<file path="src/rtl/alu_mc.sv">
// Multi-cycle ALU: one request at a time, IDLE -> (BUSY) -> DONE.
// Define ALU_MC_MULDIV_EN to build the iterative MUL/DIV path; otherwise opcodes 9/10 are illegal.
module alu_mc #(
    parameter int WIDTH     = 16,
    parameter int IMM_WIDTH = 8
) (
    input  logic                 I_clk,
    input  logic                 I_reset_n,
    input  logic                 I_valid,
    output logic                 O_ready,
    input  logic [3:0]           I_opcode,
    input  logic                 I_signed,
    input  logic                 I_use_imm,
    input  logic [IMM_WIDTH-1:0] I_imm,
    input  logic [WIDTH-1:0]     I_rA,
    input  logic [WIDTH-1:0]     I_rB,
    output logic                 O_valid,
    input  logic                 I_ready,
    output logic [WIDTH-1:0]     O_result,
    output logic [WIDTH-1:0]     O_result_hi,
    output logic                 O_err,
    output logic [1:0]           O_dbg_state
);
    // Handshake: a request moves when I_valid && O_ready on a rising edge; a result
    // moves when O_valid && I_ready on a rising edge; outputs hold while O_valid && !I_ready.
    localparam int SHW = $clog2(WIDTH);

    typedef enum logic [1:0] {ST_IDLE = 2'd0, ST_BUSY = 2'd1, ST_DONE = 2'd2} state_t;

    state_t            state_q, state_d;
    logic              valid_q, valid_d;
    logic [WIDTH-1:0]  result_q, result_d;
    logic [WIDTH-1:0]  result_hi_q, result_hi_d;
    logic              err_q, err_d;

    logic [WIDTH-1:0]  b_eff;
    logic [WIDTH-1:0]  alu_res;
    logic              alu_err;
    logic              eq, a_gt, b_gt;
    logic [SHW-1:0]    shamt;

    assign b_eff = !I_use_imm ? I_rB :
                   I_signed   ? WIDTH'($signed(I_imm)) : WIDTH'(I_imm);
    assign shamt = b_eff[SHW-1:0];
    assign eq    = (I_rA == b_eff);
    assign a_gt  = I_signed ? ($signed(I_rA) > $signed(b_eff)) : (I_rA > b_eff);
    assign b_gt  = I_signed ? ($signed(b_eff) > $signed(I_rA)) : (b_eff > I_rA);

    always_comb begin
        alu_res = '0;
        alu_err = 1'b0;
        case (I_opcode)
            4'd0: alu_res = I_rA + b_eff;
            4'd1: alu_res = I_rA - b_eff;
            4'd2: alu_res = I_rA & b_eff;
            4'd3: alu_res = I_rA | b_eff;
            4'd4: alu_res = I_rA ^ b_eff;
            4'd5: alu_res = ~I_rA;
            4'd6: alu_res = I_rA << shamt;
            4'd7: alu_res = I_signed ? $unsigned($signed(I_rA) >>> shamt) : (I_rA >> shamt);
            4'd8: alu_res[4:0] = {b_eff == '0, I_rA == '0, b_gt, a_gt, eq};
            default: alu_err = 1'b1;
        endcase
    end

`ifdef ALU_MC_MULDIV_EN
    localparam int CW = $clog2(WIDTH);

    // work_hi/work_lo: MUL partial product / multiplier, DIV remainder / quotient.
    logic [WIDTH-1:0]  work_hi_q, work_hi_d;
    logic [WIDTH-1:0]  work_lo_q, work_lo_d;
    logic [WIDTH-1:0]  opb_q, opb_d;
    logic [WIDTH-1:0]  a_q, a_d;
    logic [CW-1:0]     cnt_q, cnt_d;
    logic              is_div_q, is_div_d;
    logic              neg_lo_q, neg_lo_d;
    logic              neg_hi_q, neg_hi_d;
    logic              div0_q, div0_d;

    logic              a_neg, b_neg, is_muldiv;
    logic [WIDTH-1:0]  a_mag, b_mag;
    logic [WIDTH:0]    mul_sum;
    logic [2*WIDTH-1:0] mul_next, mul_final;
    logic [WIDTH:0]    div_shift, div_trial;
    logic              div_ok;
    logic [WIDTH-1:0]  div_rem_n, div_quo_n;

    assign is_muldiv = (I_opcode == 4'd9) || (I_opcode == 4'd10);
    assign a_neg     = I_signed & I_rA[WIDTH-1];
    assign b_neg     = I_signed & b_eff[WIDTH-1];
    assign a_mag     = a_neg ? -I_rA : I_rA;
    assign b_mag     = b_neg ? -b_eff : b_eff;

    assign mul_sum   = {1'b0, work_hi_q} + {1'b0, opb_q};
    assign mul_next  = work_lo_q[0] ? {mul_sum, work_lo_q[WIDTH-1:1]}
                                    : {1'b0, work_hi_q, work_lo_q[WIDTH-1:1]};
    assign mul_final = neg_lo_q ? -mul_next : mul_next;

    // Remainder stays below the divisor, so a borrow out of bit WIDTH means "doesn't fit".
    assign div_shift = {work_hi_q, work_lo_q[WIDTH-1]};
    assign div_trial = div_shift - {1'b0, opb_q};
    assign div_ok    = ~div_trial[WIDTH];
    assign div_rem_n = div_ok ? div_trial[WIDTH-1:0] : div_shift[WIDTH-1:0];
    assign div_quo_n = {work_lo_q[WIDTH-2:0], div_ok};
`endif

    always_comb begin
        state_d     = state_q;
        valid_d     = valid_q;
        result_d    = result_q;
        result_hi_d = result_hi_q;
        err_d       = err_q;
`ifdef ALU_MC_MULDIV_EN
        work_hi_d = work_hi_q;
        work_lo_d = work_lo_q;
        opb_d     = opb_q;
        a_d       = a_q;
        cnt_d     = cnt_q;
        is_div_d  = is_div_q;
        neg_lo_d  = neg_lo_q;
        neg_hi_d  = neg_hi_q;
        div0_d    = div0_q;
`endif
        case (state_q)
            ST_IDLE: begin
                if (I_valid) begin
`ifdef ALU_MC_MULDIV_EN
                    if (is_muldiv) begin
                        state_d   = ST_BUSY;
                        cnt_d     = '0;
                        work_hi_d = '0;
                        is_div_d  = (I_opcode == 4'd10);
                        neg_lo_d  = a_neg ^ b_neg;
                        neg_hi_d  = a_neg;
                        div0_d    = (b_eff == '0);
                        a_d       = I_rA;
                        work_lo_d = (I_opcode == 4'd10) ? a_mag : b_mag;
                        opb_d     = (I_opcode == 4'd10) ? b_mag : a_mag;
                    end else
`endif
                    begin
                        state_d     = ST_DONE;
                        valid_d     = 1'b1;
                        result_d    = alu_res;
                        result_hi_d = '0;
                        err_d       = alu_err;
                    end
                end
            end
`ifdef ALU_MC_MULDIV_EN
            ST_BUSY: begin
                cnt_d = cnt_q + 1'b1;
                if (is_div_q) begin
                    work_hi_d = div_rem_n;
                    work_lo_d = div_quo_n;
                end else begin
                    work_hi_d = mul_next[2*WIDTH-1:WIDTH];
                    work_lo_d = mul_next[WIDTH-1:0];
                end
                if (cnt_q == CW'(WIDTH - 1)) begin
                    state_d = ST_DONE;
                    valid_d = 1'b1;
                    err_d   = 1'b0;
                    if (!is_div_q) begin
                        result_d    = mul_final[WIDTH-1:0];
                        result_hi_d = mul_final[2*WIDTH-1:WIDTH];
                    end else if (div0_q) begin
                        result_d    = '1;
                        result_hi_d = a_q;
                        err_d       = 1'b1;
                    end else begin
                        result_d    = neg_lo_q ? -div_quo_n : div_quo_n;
                        result_hi_d = neg_hi_q ? -div_rem_n : div_rem_n;
                    end
                end
            end
`endif
            ST_DONE: begin
                if (I_ready) begin
                    state_d = ST_IDLE;
                    valid_d = 1'b0;
                end
            end
            default: state_d = ST_IDLE;
        endcase
    end

    always_ff @(posedge I_clk or negedge I_reset_n) begin
        if (!I_reset_n) begin
            state_q     <= ST_IDLE;
            valid_q     <= 1'b0;
            result_q    <= '0;
            result_hi_q <= '0;
            err_q       <= 1'b0;
`ifdef ALU_MC_MULDIV_EN
            work_hi_q <= '0;
            work_lo_q <= '0;
            opb_q     <= '0;
            a_q       <= '0;
            cnt_q     <= '0;
            is_div_q  <= 1'b0;
            neg_lo_q  <= 1'b0;
            neg_hi_q  <= 1'b0;
            div0_q    <= 1'b0;
`endif
        end else begin
            state_q     <= state_d;
            valid_q     <= valid_d;
            result_q    <= result_d;
            result_hi_q <= result_hi_d;
            err_q       <= err_d;
`ifdef ALU_MC_MULDIV_EN
            work_hi_q <= work_hi_d;
            work_lo_q <= work_lo_d;
            opb_q     <= opb_d;
            a_q       <= a_d;
            cnt_q     <= cnt_d;
            is_div_q  <= is_div_d;
            neg_lo_q  <= neg_lo_d;
            neg_hi_q  <= neg_hi_d;
            div0_q    <= div0_d;
`endif
        end
    end

    assign O_ready     = (state_q == ST_IDLE);
    assign O_valid     = valid_q;
    assign O_result    = result_q;
    assign O_result_hi = result_hi_q;
    assign O_err       = err_q;
    assign O_dbg_state = state_q;
endmodule

</file>
<file path="config.mk">
export PLATFORM = sky130hd
export DESIGN_NAME = alu_mc
export DESIGN_NICKNAME = d
export VERILOG_FILES = /design/src/rtl/alu_mc.sv
export SDC_FILE = /design/constraint.sdc
export NUM_CORES = 1
export LEC_CHECK = 0
export ABC_AREA = 1
export CAP_MARGIN = 20
export CORE_UTILIZATION = 50
export CTS_BUF_LIST = sky130_fd_sc_hd__clkbuf_2 sky130_fd_sc_hd__clkbuf_4 sky130_fd_sc_hd__clkbuf_8
export DETAILED_ROUTE_END_ITERATION = 12
export HOLD_SLACK_MARGIN = 0.15
export PLACE_DENSITY = 0.75
export SLEW_MARGIN = 20
export SYNTH_ARGS = -nofsm -noshare
export SYNTH_HDL_FRONTEND = slang
export SYNTH_SLANG_ARGS = --single-unit
</file>
<file path="constraint.sdc">
create_clock -name I_clk -period 1.5 [get_ports I_clk]
set_input_delay 0.375 -clock I_clk [delete_from_list [all_inputs] [get_ports I_clk]]
set_output_delay 0.375 -clock I_clk [all_outputs]
set_load 0.01 [all_outputs]
</file>
==> flow_summary.ini, run 1 <==
[floorplan]
rows = 38
die_h_um = 109
initial_core_util_pct = 52.2
die_x_um = 109
io-pin-count = 87

[run_status]
haltStage = global routing
outcome = aborted with a tool error
tool.error = [ERROR GRT-0232] Routing congestion too high. Check the congestion heatmap in the GUI.

[synth]
synthSimpleGateAreaFrac_pct = 49.4
synthMuxAreaShare_pct = 0
synth_ff_type = dfrtp_1
synth_compound_area_share_pct = 14.3
synth-seq-cells = 18
synth_edf_count = 0
syn_avg_cell_area_um2 = 5.57
synth_top_family_by_area = simple AND/OR/NAND/NOR gates
ys_async_sr_fraction_pct = 100
synth_cells = 1034
ys_seq_area_share_pct = 7.83
synthAdderAreaFrac_pct = 14.8
synth-xor-area-share_pct = 0.304
synth_cell_types = 45
yosysWarnings = 0
netlist_area_mm2 = 0.00575

[global_routing]
grt.total_usage_pct = 67.4
grt_max_degree = 34
grt-ovfl-total = 3

[place]
dp_hpwl_um = 21900
portBuffers = 69
routabilityCongestion = 1.02

[clock_tree]
cts-htree-levels = 1
cts_buffer_depth = 2
numCtsBuffers = 3
root_buffer = clkbuf_8
clock_sinks = 18

[timing]
worstEpCategory = sequential cell input
crit_endpoint = O_result[5]$_DFFE_PN0P_/D
repair_timing:
action | in CTS
gates resized for setup | 233
gates cloned | 1
setup buffers | 31
pin swaps | 90
endpoints found under the setup margin | 36
hold buffers | 0
synth_stat cells (6+ instances only):
master | number | area, um2
nand3_1 | 150 | 751
nor3_1 | 9 | 45.0
nand2_2 | 13 | 81.3
inv_2 | 6 | 22.5
a21oi_1 | 48 | 240
nor2_1 | 89 | 334
dfrtp_1 | 18 | 450
buf_2 | 14 | 70.1
o21ai_0 | 40 | 200
o22ai_1 | 10 | 62.6
buf_4 | 24 | 180
inv_1 | 106 | 398
o21ai_1 | 9 | 45.0
nand2_4 | 6 | 67.6
nand2_1 | 330 | 1240
ha_1 | 65 | 813
o21ai_2 | 6 | 52.6
nand4_1 | 24 | 150
kinds of logic after synthesis:
logic type / count (synthesis)
simple gates: 642
buf+inv: 163
compound gates: 141
fa+ha+maj: 67
flops: 18
xor+xnor: 2
other cells: 1
metal layers:
metal,overflow,track usage (%)
met5,0,14.7
met3,0,46.8
met2,2,88.4
met1,0,67.5
met4,1,66.9
per-stage QoR:
step	cell area, um2	hold slack (ns)	std cells	util, %	setup slack, ns
floorplan	6340	0.0794	1050	-	-0.699
CTS	9370	0.445	1475	84.9	-0.695
global placement	8530	0.464	1439	77.3	-1.52
detailed placement	8530	0.469	1439	77.3	-1.53
==> run 2, diff against run 1 <==
CORE_UTILIZATION = 35   (was 50)
CTS_BUF_LIST = not set   (was sky130_fd_sc_hd__clkbuf_2 sky130_fd_sc_hd__clkbuf_4 sky130_fd_sc_hd__clkbuf_8)
HOLD_SLACK_MARGIN = not set   (was 0.15)
PLACE_DENSITY = not set   (was 0.75)
PLACE_DENSITY_LB_ADDON = 0.15   (was not set)
==> run 2 against run 1 <==
Net effect: the flow now finishes, with violations (setup timing); synthesized cell count unchanged; synthesized area unchanged.
==> flow_summary.ini, run 2 <==
[run_status]
outcome = finished, violations left
violations = setup timing

[power]
power.total_mw = 5.39
p_per_area_mw_per_mm2 = 545
p_leak_nw = 5.14
peakVddDrop_mv = 0.477

[floorplan]
initial_core_util_pct = 36.1
die_x_um = 130
io-pin-count = 87
rows = 46
die-area_mm2 = 0.0170
core_mm2 = 0.0159
die_h_um = 130

[cells_and_area]
layout_common_cells = nand2_1 (284), buf_4 (244), nand3_1 (121), inv_1 (67), nor2_1 (61)
largest_reg_flops = 16
multi_input_area_mm2 = 0.00568
regArea_um2 = 450
final_common_cell = nand2_1
area_growth_pct = 72.0
final_nets = 1474
fill_cells = 1619
drive_above_1_share_pct = 39.7
antennaDiodeCount = 0

[timing]
layout_setup_ws_ns = -0.797
rsz0062_at_grt = yes
relSlewSlack_pct = 63.5
hold_violations = 0
maxSlewViolCount = 0
period_share_pct = 153
tightest_slew_ns = 0.542
period_needed_ns = 2.30
setup-violations-final = 16
fmax_mhz = 435
clock_skew_ns = 0.00262

[critical_path]
critical_path.cell_chain = buf_8 > buf_12 > inv_16 > nand2_4 > o21ai_4 > buf_4 > buf_4 > buf_8 > nor2_4 > nand3_1 > nor2_1 > nand4_1 > nand2_1 > nor2_1 > buf_4 > nand3_4 > nand2_1 > nand2_1
crit_buf_inv = 7
critPathMaxStageDelay_ns = 0.27
required_ns = 1.69
critPathKind = input port to register
crit_path_end_kind = register
start_kind = input port
crit_arrival_ns = 2.49
slowest_stage = nor2_1
regToRegStartpoint = O_valid
worstPathMaxFanout = 20
critPathTopFamily = simple AND/OR/NAND/NOR gates
crit_start = I_use_imm

[synth]
ys_seq_area_share_pct = 7.83
synth_cell_types = 45
yosysMostFrequentCell = nand2_1
ys_top_cells_by_count = nand2_1 (330), nand3_1 (150), inv_1 (106)
synth_cells = 1034
synth_top_area_cell = nand2_1
synth-seq-cells = 18
ys_async_sr_fraction_pct = 100
synth.area.top_cells = nand2_1 (22%), ha_1 (14%), nand3_1 (13%)
synth_ff_type = dfrtp_1
synth_top_area_share_pct = 21.5
synth_edf_count = 0
netlist_area_mm2 = 0.00575
yosysWarnings = 0
syn_avg_cell_area_um2 = 5.57

[global_routing]
grt_pass1_vias = 8071
grt_pass1_wl_um = 43000
grt_max_degree = 34
grt.total_usage_pct = 33.7
grt-ovfl-total = 0
antenna_found_initial = 0

[place]
dp_hpwl_um = 23300
portBuffers = 69
place_ws_ns = -1.63
routabilityCongestion = 0.992

[flow_run]
max_cap_viol_count = 0

[routing]
drtPass1Iterations = 5
vias = 8182
drc = 0
routed_wl_um = 28000
wl_per_cell_um = 17.8
viasPerCell = 5.20
drt_iter0_drc = 742
drtAntennaViolNets = 0

[clock_tree]
clock_sinks = 18
hold_buffers = 0
cts_buffer_depth = 2
cts_tree = done
cts-htree-levels = 1
numCtsBuffers = 3
path_clk_slew_ns = 0.05
clk_latency_ns = 0.25
root_buffer = clkbuf_16

[worst_hold_path]
hp-class = input port to asynchronous set/reset pin
-- run 2: cell counts after synthesis --
No cell type changed its count.
-- run 2: cell type report --
type	instances	area share [%]
repair inverters	1	0.0885
well taps	216	2.73
repair buffers	349	29.5
inverters	115	4.78
multi-input cells	869	57.4
clock buffers	4	0.898
flip-flops and latches	18	4.55
-- run 2: timing repair --
item	4_1_cts	5_1_grt
gates resized for setup	239	49
setup endpoints to repair	36	17
setup buffers	28	8
cloned	1	0
pin swaps	111	59
-- run 2: stage by stage --
stage	cell area (um2)	hold WS [ns]	setup TNS (ns)	util [%]	instances
after floorplan	6340	0.0794	-10.03	-	1050
after global placement	8760	0.462	-22.56	54.9	1534
after detailed placement	8760	0.469	-22.84	54.9	1534
after CTS	9680	0.463	-11.61	60.7	1565
after global routing	9900	0.491	-13.50	62.1	1572
final	9900	0.455	-11.69	62.1	1572
-- run 2: layer usage --
metal / GRT usage [%] / vias to the layer above / routed length, um
met1: 42.5 / 3759 / 11900
met3: 4.63 / 73 / 1840
li1: - / 4023 / -
met4: 15.3 / 0 / 1220
met5: 0 / - / 0
met2: 56.8 / 327 / 13000
-- run 2: final timing paths --
kind                               end  slack [ns]  cells past startpoint
setup / recovery           O_result[4]       -0.80                     18
hold / removal                 O_valid        0.45                      2
setup reg to reg                 O_err        0.45                      5
hold reg to reg            O_result[4]        0.48                      2
max in group asynchronous  O_result[6]        0.84                      2
min in group I_clk         O_result[4]        0.48                      2
-- run 2: worst register-to-register path: cells and delay by family, from the launching register on --
kind / cells / cell delay, ns
buf+inv: 2 / 0.29
simple gates: 2 / 0.13
flops: 1 / 0.38
compound gates: 1 / 0.14
-- run 2: cells by family (layout without fill, tap and decap cells) --
kind of cell | count (synthesis) | in the layout | synth area share, %
other | 1 | 17 | 0.0652
XOR/XNOR | 2 | 2 | 0.304
flip-flops | 18 | 18 | 7.83
adder cells (fa/ha/maj) | 67 | 67 | 14.8
AO/OA/AOI/OAI | 141 | 141 | 14.3
AND/OR/NAND/NOR | 642 | 642 | 49.4
buffers and inverters | 163 | 469 | 13.3
-- run 2: report_power, final --
part	internal, mW	total, mW	switching, mW	leakage [nW]
logic	1.86	4.15	2.29	4.87
clock network	0.406	0.596	0.190	0.0442
registers	0.585	0.645	0.0601	0.234
total	2.85	5.39	2.54	5.14
(Power assumes the default switching activity.)
==> run 3, diff against run 2 <==
MAX_ROUTING_LAYER = met4   (was not set)
==> run 3 against run 2 <==
Net effect: the flow still finishes with violations (setup timing); hold slack got worse by 0.0032 ns; power increased by 1.5%; worst setup slack better by 0.073 ns; combinational power rose by 2%; die area unchanged; critical path type unchanged; first-iteration DRC count is 7.3% lower; clock skew shrank 0.0022 ns; maximum frequency rose by 3.3%; clock power about the same; final area up 0.47%; critical endpoint is now O_result[2].
==> flow_summary.ini, run 3 (same netlist as run 2, synthesis figures left out) <==
[run_status]
outcome = finished, violations left
violations = setup timing

[timing]
period_needed_ns = 2.22
layout_setup_ws_ns = -0.724
clock_skew_ns = 0.000421
relSlewSlack_pct = 64.6
worst_hold_slack_ns = 0.452
hold_violations = 0
fmax_mhz = 450
tightest_slew_ns = 0.525
setup-violations-final = 16
period_share_pct = 148
maxSlewViolCount = 0
rsz0062_at_grt = yes

[cells_and_area]
multi_input_area_mm2 = 0.00577
final_nets = 1466
area_growth_pct = 72.8
layout_common_cells = nand2_1 (273), buf_4 (240), nand3_1 (118), inv_1 (60), nor2_1 (56)
final_common_cell = nand2_1
drive_above_1_share_pct = 41.8
stdcell_count = 1565
regArea_um2 = 450
largest_reg_flops = 16
fill_cells = 1585

[clock_tree]
root_buffer = clkbuf_16
path_clk_slew_ns = 0.05
cts_buffer_depth = 2
clk_latency_ns = 0.25
cts_tree = done
numCtsBuffers = 3
clock_sinks = 18
hold_buffers = 0
cts-htree-levels = 1

[routing]
wl_per_cell_um = 18.3
drtAntennaViolNets = 0
drtPass1Iterations = 5
drc = 0
viasPerCell = 5.27
vias = 8242
drt_iter0_drc = 688
routed_wl_um = 28600

[critical_path]
critPathKind = input port to register
worstRegToRegCells = 5
crit_arrival_ns = 2.37
crit_path_end_kind = register
required_ns = 1.65
start_kind = input port
worstPathMaxFanout = 5

[global_routing]
grt_pass1_vias = 7927
grt-ovfl-total = 0
grt.total_usage_pct = 35.4
antenna_found_initial = 1
grt_pass1_wl_um = 43800
grt_max_degree = 34

[place]
dpl.cell_count = 1528
dp_hpwl_um = 23400
routabilityCongestion = 1.01
portBuffers = 69

[floorplan]
initial_core_util_pct = 36.1
die-area_mm2 = 0.0170
die_h_um = 130
core_mm2 = 0.0159
io-pin-count = 87
rows = 46
die_x_um = 130

[power]
p_per_area_mw_per_mm2 = 550
p_leak_nw = 5.12
peakVddDrop_mv = 0.427

[worst_hold_path]
hp-class = input port to asynchronous set/reset pin

[flow_run]
max_cap_viol_count = 0
[run 3: layout make-up]
cell class / count / share of cell area (%)
Sequential cell: 18 / 4.53
Clock buffer: 4 / 0.893
Inverter: 115 / 4.86
Timing Repair Buffer: 342 / 28.9
Tap cell: 216 / 2.72
Multi-Input combinational cell: 869 / 58.1
Antenna cell: 1 / 0.0252
[run 3: repair_timing]
| action | CTS | global route |
|---|---|---|
| gates cloned | 1 | 0 |
| setup buffers | 28 | 5 |
| gates resized for setup | 281 | 47 |
| setup endpoints to repair | 36 | 17 |
| pin swaps | 112 | 52 |
[run 3: worst max-delay path, stage by stage]
cell	delay, ns
buf_16	0.14
buf_8	0.14
nand2_8	0.05
nand2_4	0.06
ha_2	0.19
fa_2	0.36
buf_4	0.17
xnor2_1	0.12
nor2_1	0.05
a21oi_1	0.12
nand4_1	0.21
a21oi_2	0.22
nand2_1	0.07
nand2_1	0.06
nand2_1	0.04
[run 3: path summary, 6_finish.rpt]
| check | startpoint | to | slack, ns |
|---|---|---|---|
| setup / recovery | I_use_imm | O_result[2] | -0.72 |
| hold / removal | I_reset_n | O_valid | 0.45 |
| setup reg to reg | O_valid | O_err | 0.41 |
| hold reg to reg | O_result[4] | O_result[4] | 0.47 |
| max in group asynchronous | I_reset_n | O_result[1] | 0.85 |
| min in group I_clk | O_result[4] | O_result[4] | 0.47 |
[run 3: layer usage]
| metal | vias to the layer above | GRT usage [%] | wire length (um) |
|---|---|---|---|
| met5 | - | - | 0 |
| met2 | 320 | 57.8 | 13300 |
| met3 | 67 | 2.83 | 1670 |
| met4 | 0 | 13.3 | 1190 |
| met1 | 3844 | 45.2 | 12400 |
| li1 | 4011 | - | - |
[run 3: metrics by stage]
stage | utilization, % | worst slack (ns) | power [mW] | setup TNS, ns | area (um2)
5_1_grt | 62.4 | -0.832 | 5.84 | -12.30 | 9940
3_3_place_gp | 54.6 | -1.54 | 4.26 | -21.82 | 8710
4_1_cts | 61.2 | -0.691 | 5.30 | -10.32 | 9750
2_1_floorplan | - | -0.699 | 2.59 | -10.03 | 6340
3_5_place_dp | 54.6 | -1.50 | 4.26 | -21.79 | 8710
6_report | 62.4 | -0.724 | 5.47 | -10.66 | 9940
[run 3: power by group]
part	switching [mW]	internal (mW)	total, mW
clock network	0.191	0.406	0.597
logic	2.36	1.87	4.23
registers	0.0586	0.585	0.644
total	2.61	2.86	5.47
